## config.mk

```make
export PLATFORM = sky130hd
export DESIGN_NAME = alu_exec_mc
export DESIGN_NICKNAME = d
export VERILOG_FILES = /design/src/rtl/alu_pkg.sv /design/src/rtl/mul_seq.sv /design/src/rtl/alu_exec_mc.sv
export SDC_FILE = /design/constraint.sdc
export NUM_CORES = 1
export LEC_CHECK = 0
export ABC_AREA = 0
export CELL_PAD_IN_SITES_DETAIL_PLACEMENT = 0
export CELL_PAD_IN_SITES_GLOBAL_PLACEMENT = 1
export CORE_MARGIN = 2
export CORE_UTILIZATION = 41
export DETAILED_ROUTE_END_ITERATION = 8
export PLACE_DENSITY_LB_ADDON = 0.2
export REMOVE_ABC_BUFFERS = 1
export SLEW_MARGIN = 15
export SYNTH_ARGS = -nofsm -noshare
export SYNTH_HDL_FRONTEND = slang
export SYNTH_HIERARCHICAL = 1
export SYNTH_SLANG_ARGS = --single-unit
```

## constraint.sdc

```tcl
create_clock -name Clk -period 4.9 [get_ports Clk]
set_clock_uncertainty 0.2 [all_clocks]
set_input_delay 0.735 -clock Clk [delete_from_list [all_inputs] [get_ports Clk]]
set_output_delay 0.735 -clock Clk [all_outputs]
set_load 0.02 [all_outputs]
```

## src/rtl/alu_pkg.sv

```systemverilog
// rtl/alu_pkg.sv - ALUcon operation codes and execute-stage FSM state encoding
package alu_pkg;

    localparam logic [3:0] ALU_ADD  = 4'b0000;
    localparam logic [3:0] ALU_SUB  = 4'b0001;
    localparam logic [3:0] ALU_MUL  = 4'b0010;
    localparam logic [3:0] ALU_BGEZ = 4'b0011;
    localparam logic [3:0] ALU_BGTZ = 4'b0100;
    localparam logic [3:0] ALU_BLEZ = 4'b0101;
    localparam logic [3:0] ALU_AND  = 4'b1000;
    localparam logic [3:0] ALU_OR   = 4'b1001;
    localparam logic [3:0] ALU_NOR  = 4'b1010;
    localparam logic [3:0] ALU_XOR  = 4'b1011;
    localparam logic [3:0] ALU_SLL  = 4'b1100;
    localparam logic [3:0] ALU_SRL  = 4'b1101;
    localparam logic [3:0] ALU_SLT  = 4'b1110;

    typedef enum logic {
        IDLE = 1'b0,
        MUL  = 1'b1
    } alu_state_e;

endpackage

```

## src/rtl/mul_seq.sv

```systemverilog
// rtl/mul_seq.sv - iterative shift-add multiplier, one multiplicand bit per cycle
module mul_seq #(
    parameter int WIDTH = 32
) (
    input  logic             clk_i,
    input  logic             rstn_i,
    input  logic             start_i,
    input  logic             abort_i,
    input  logic             run_i,
    input  logic [WIDTH-1:0] mcand_i,
    input  logic [WIDTH-1:0] mplier_i,
    output logic             done_o,
    output logic [WIDTH-1:0] product_o
);

    localparam int CNT_W = $clog2(WIDTH);

    logic [WIDTH-1:0] mcand_q, mcand_d;
    logic [WIDTH-1:0] mplier_q, mplier_d;
    logic [WIDTH-1:0] acc_q, acc_d;
    logic [CNT_W-1:0] count_q, count_d;
    logic             step;

    assign step      = run_i & ~abort_i;
    // Product is taken from the accumulator value of the final step so it lands in the same cycle.
    assign product_o = acc_q + (mcand_q[0] ? mplier_q : '0);
    assign done_o    = step & (count_q == CNT_W'(WIDTH - 1));

    always_comb begin
        mcand_d  = mcand_q;
        mplier_d = mplier_q;
        acc_d    = acc_q;
        count_d  = count_q;
        if (start_i) begin
            mcand_d  = mcand_i;
            mplier_d = mplier_i;
            acc_d    = '0;
            count_d  = '0;
        end else if (abort_i) begin
            count_d  = '0;
        end else if (step) begin
            acc_d    = product_o;
            mplier_d = mplier_q << 1;
            mcand_d  = mcand_q >> 1;
            count_d  = count_q + 1'b1;
        end
    end

    always_ff @(posedge clk_i) begin
        if (!rstn_i) begin
            mcand_q  <= '0;
            mplier_q <= '0;
            acc_q    <= '0;
            count_q  <= '0;
        end else begin
            mcand_q  <= mcand_d;
            mplier_q <= mplier_d;
            acc_q    <= acc_d;
            count_q  <= count_d;
        end
    end

endmodule

```

## src/rtl/alu_exec_mc.sv

```systemverilog
// rtl/alu_exec_mc.sv - execute-stage ALU with single-cycle ops and a stalling multi-cycle multiply
module alu_exec_mc
    import alu_pkg::*;
#(
    parameter int WIDTH = 32
) (
    input  logic             Clk,
    input  logic             Rst,
    input  logic             InValid,
    input  logic             Flush,
    input  logic [3:0]       ALUcon,
    input  logic             shift,
    input  logic [4:0]       shamt,
    input  logic [WIDTH-1:0] A,
    input  logic [WIDTH-1:0] B,
    output logic [WIDTH-1:0] ALUResult,
    output logic             Zero,
    output logic             OutValid,
    output logic             Stall
);

    alu_state_e       state_q, state_d;
    logic [WIDTH-1:0] result_q, result_d;
    logic             zero_q, zero_d;
    logic             valid_q, valid_d;

    logic [WIDTH-1:0] alu_res;
    logic             alu_zero;
    logic [4:0]       sa;
    logic             a_gtz;

    logic             mul_start, mul_abort, mul_done;
    logic [WIDTH-1:0] mul_product;

    assign sa    = shift ? shamt : A[4:0];
    assign a_gtz = $signed(A) > $signed({WIDTH{1'b0}});

    always_comb begin
        alu_res  = '0;
        alu_zero = 1'b0;
        unique case (ALUcon)
            ALU_ADD:  alu_res = A + B;
            ALU_SUB:  alu_res = A - B;
            ALU_BGEZ: alu_res = A;
            ALU_BGTZ: alu_res = A;
            ALU_BLEZ: alu_res = A;
            ALU_AND:  alu_res = A & B;
            ALU_OR:   alu_res = A | B;
            ALU_NOR:  alu_res = ~(A | B);
            ALU_XOR:  alu_res = A ^ B;
            ALU_SLL:  alu_res = B << sa;
            ALU_SRL:  alu_res = B >> sa;
            ALU_SLT:  alu_res = {{(WIDTH-1){1'b0}}, $signed(A) < $signed(B)};
            default:  alu_res = '0;
        endcase
        case (ALUcon)
            ALU_SUB:  alu_zero = (A == B);
            ALU_BGEZ: alu_zero = ~A[WIDTH-1];
            ALU_BGTZ: alu_zero = a_gtz;
            ALU_BLEZ: alu_zero = ~a_gtz;
            default:  alu_zero = (alu_res == '0);
        endcase
    end

    // Inputs are not looked at while multiplying; upstream is frozen by Stall.
    always_comb begin
        state_d   = state_q;
        result_d  = result_q;
        zero_d    = zero_q;
        valid_d   = 1'b0;
        mul_start = 1'b0;
        mul_abort = 1'b0;
        case (state_q)
            IDLE: begin
                if (InValid && !Flush) begin
                    if (ALUcon == ALU_MUL) begin
                        mul_start = 1'b1;
                        state_d   = MUL;
                    end else begin
                        result_d = alu_res;
                        zero_d   = alu_zero;
                        valid_d  = 1'b1;
                    end
                end
            end
            MUL: begin
                if (Flush) begin
                    mul_abort = 1'b1;
                    state_d   = IDLE;
                end else if (mul_done) begin
                    result_d = mul_product;
                    zero_d   = (mul_product == '0);
                    valid_d  = 1'b1;
                    state_d  = IDLE;
                end
            end
            default: state_d = IDLE;
        endcase
    end

    always_ff @(posedge Clk) begin
        if (!Rst) begin
            state_q  <= IDLE;
            result_q <= '0;
            zero_q   <= 1'b0;
            valid_q  <= 1'b0;
        end else begin
            state_q  <= state_d;
            result_q <= result_d;
            zero_q   <= zero_d;
            valid_q  <= valid_d;
        end
    end

    mul_seq #(
        .WIDTH(WIDTH)
    ) u_mul_seq (
        .clk_i     (Clk),
        .rstn_i    (Rst),
        .start_i   (mul_start),
        .abort_i   (mul_abort),
        .run_i     (state_q == MUL),
        .mcand_i   (A),
        .mplier_i  (B),
        .done_o    (mul_done),
        .product_o (mul_product)
    );

    assign ALUResult = result_q;
    assign Zero      = zero_q;
    assign OutValid  = valid_q;
    assign Stall     = (state_q == MUL);

endmodule

```

==> flow_summary.ini <==
[sta]
maxSlewViolCount = 0
worstMarginPinSlew_ps = 1140
finalCriticalPeriod_ps = 5080
period_share_pct = 104
final.setup.worst_slack_ps = -180
rsz0062_at_grt = yes
setup_viol = 1
hold_viol = 0
slew_headroom_pct = 23.5
fmax_mhz = 197

[setup_path]
crit_type = reg -> reg
crit_path_end_kind = register
critPathRequiredTime_ps = 5130
arrival_ps = 5310
critPathMaxFanout = 11
crit_path_start_kind = register

[final_layout]
drive_gt1_share_pct = 26.5
fill_cells = 4169
synthToLayoutAreaGrowth_pct = 40.1
fin_nets = 3324

[pwr]
switching_share_pct = 40.5
cellPowerDensity_mw_per_mm2 = 191
p_sw_mw = 1.93
irDropWorstVdd_v = 0.000227
leakagePower_nw = 10.8
total_power_mw = 4.76
clkPwrFrac_pct = 29.5
seqPwrFrac_pct = 23.8
pwr-share-comb_pct = 46.7
p_int_mw = 2.83

[cts]
cts_buffers = 17
clock_path_buffers = 2
cts_tree = yes
clk_latency_ps = 500
clock-root-buffer = clkbuf_16
h-tree-depth = 4
clk_pin_slew_worst_paths_ps = 70
cts_num_sinks = 136
cts_hold_buf = 0

[floorplanning]
rows = 76
dieWidth_um = 212
die_h_um = 212
initial_utilization_pct = 41.4
core_mm2 = 0.0430
boundaryPins = 113
dieArea_mm2 = 0.0451

[routing]
routedWlPerCell_um = 24.7
dr.pass1.iters = 8
post_drt_via_cell_ratio = 6.08
drcViolationCount = 0
wirelength_mm = 91.7
drt_iter0_drc = 2634
vias = 22600
final_antenna_net_count = 0

[placement]
dp_hpwl_mm = 73.7
gp_congestion = 1.11
dp_slack_ps = -1010
io_buffer_count = 112

[synth]
ys_seq_area_share_pct = 15.3
synthArstFlopShare_pct = 0
synth_ff_type = dfxtp_1
synth-edff-count = 0
syn_inst = 2516
yosys_warnings = 6
syn_area_mm2 = 0.0178
post_synth_num_cell_types = 93
synth_area_per_cell_um2 = 7.08
synth-seq-cells = 136

[global_route]
grt_pass1_vias = 21100
grt-ovfl-total = 0
grt_use_total_pct = 40.2
use_met1_pct = 54.8
antenna_found_initial = 3
grt_max_degree = 78
met3_usage_pct = 7.74
met2_usage_pct = 61.4
grt_pass1_wl_mm = 135
busiest_layer = met2

[outcome]
violations = negative setup slack
status = finished with violations

[hold_path]
hold_path_class = reg -> reg

[run]
timing.max_cap.violations = 0
-- path summary, 6_finish.rpt --
check | slack [ps] | start | cells past startpoint | endpoint
setup / recovery | -180 | u_mul_seq/mcand_q[0] | 19 | Zero
hold / removal | 260 | ALUResult[4] | 2 | ALUResult[4]
setup reg to reg | -180 | u_mul_seq/mcand_q[0] | 19 | Zero
hold reg to reg | 260 | ALUResult[4] | 2 | ALUResult[4]
-- critical path: stages, from the launching register on --
cell      delay [ps]
dfxtp_2          330
buf_6            130
and2_4           140
buf_4            140
ha_4             260
a21o_1           140
nand4_1          130
a311o_1          450
a21o_4           290
o21ai_2          150
buf_4            140
xor2_2            80
or4_4            570
o41ai_4          400
o221ai_2         170
nor4_1           250
nand3_1          110
or4_4            540
nor4_4           210
a31o_1           180
-- Yosys cell counts (all sizes together) (27+ instances only) --
library cell | number | area (um^2)
o211ai | 42 | 315
mux4 | 39 | 878
ha | 132 | 1650
clkbuf | 122 | 459
a21oi | 284 | 1420
o22ai | 28 | 175
nand3 | 56 | 280
buf | 62 | 335
nor4 | 39 | 250
o21ai | 146 | 734
and2 | 54 | 338
nor2 | 145 | 552
dfxtp | 136 | 2720
mux2i | 100 | 1010
a21boi | 27 | 203
nor3 | 47 | 235
a211oi | 42 | 320
xnor2 | 42 | 368
nand2 | 393 | 1480
nor2b | 96 | 601
inv | 103 | 387
-- cell type report --
cell class                      instances  area [um^2]  share of cell area (%)
Multi-Input combinational cell       2092        14400                    57.7
Timing Repair Buffer                  760         6120                    24.5
Sequential cell                       136         2730                    10.9
Tap cell                              585          732                    2.93
Clock buffer                           20          457                    1.83
Inverter                              104          390                    1.56
Clock inverter                         12          130                   0.521
Antenna cell                            1         2.50                  0.0100
-- timing repair --
item                       4_1_cts  5_1_grt
pin swaps                       38        1
setup buffers                   11        0
hold endpoints to repair         0        0
setup endpoints to repair        1        3
resized for setup               70       11
-- power by group through the flow --
stage                     combinational (mW)  clock (mW)  sequential, mW
after floorplan                        0.919           0            1.18
after global placement                  2.13           0            1.16
after detailed placement                2.14           0            1.16
after CTS                               2.15        1.43            1.14
after global routing                    2.32        1.46            1.14
final                                   2.22        1.40            1.14
-- cells in the final DEF, fill, tap and decap left out, drive strengths merged, types with 25 or more instances in the layout --
cell           instances
nand2b                25
buf                  651
nor2                 145
nand2                393
o211ai                42
inv                  110
a21boi                27
nand4                 25
clkdlybuf4s50        109
a21oi                284
mux2i                100
and2                  54
o21ai                146
nor2b                 96
nor3                  47
o22ai                 28
xnor2                 42
nor4                  39
nand3                 56
mux4                  39
dfxtp                136
ha                   132
a211oi                42
-- kinds of logic (layout without fill, tap and decap cells) --
family          count (synthesis)  after routing  synth area share, %
fa+ha+maj                     135            135                 9.61
other cells                     0              1                    0
flops                         136            136                 15.3
xor+xnor                       64             64                 3.15
simple gates                  940            940                 25.2
mux                           149            149                 11.3
compound gates                804            804                 28.9
buf+inv                       288            896                 6.65
-- routing by layer --
metal	share of wire [%]	vias up
li1	-	10400
met1	43	10800
met2	43	1125
met3	8.6	231
met4	4.9	4
met5	0.026	-
-- registers in the layout, summed over array words and instances (netlist names) --
| name | flops |
|---|---|
| u_mul_seq/count_q | 5 |
| OutValid | 1 |
| u_mul_seq/mplier_q | 32 |
| Zero | 1 |
| ALUResult | 32 |
| Stall | 1 |
| u_mul_seq/acc_q | 32 |
| u_mul_seq/mcand_q | 32 |
-- stage by stage --
| stage | hold slack (ps) | cell area, um^2 | setup TNS [ps] | utilization (%) | cells |
|---|---|---|---|---|---|
| after CTS | 266 | 24900 | -65.8 | 58.0 | 3709 |
| after floorplan | 232 | 17000 | -777650 | - | 2332 |
| final | 261 | 25000 | -180 | 58.1 | 3710 |
| after global placement | 248 | 23800 | -2680 | 55.5 | 3666 |
| after detailed placement | 254 | 23800 | -3340 | 55.5 | 3666 |
| after global routing | 284 | 25000 | -417 | 58.1 | 3710 |
No activity file was read; power rests on OpenSTA's default activity.
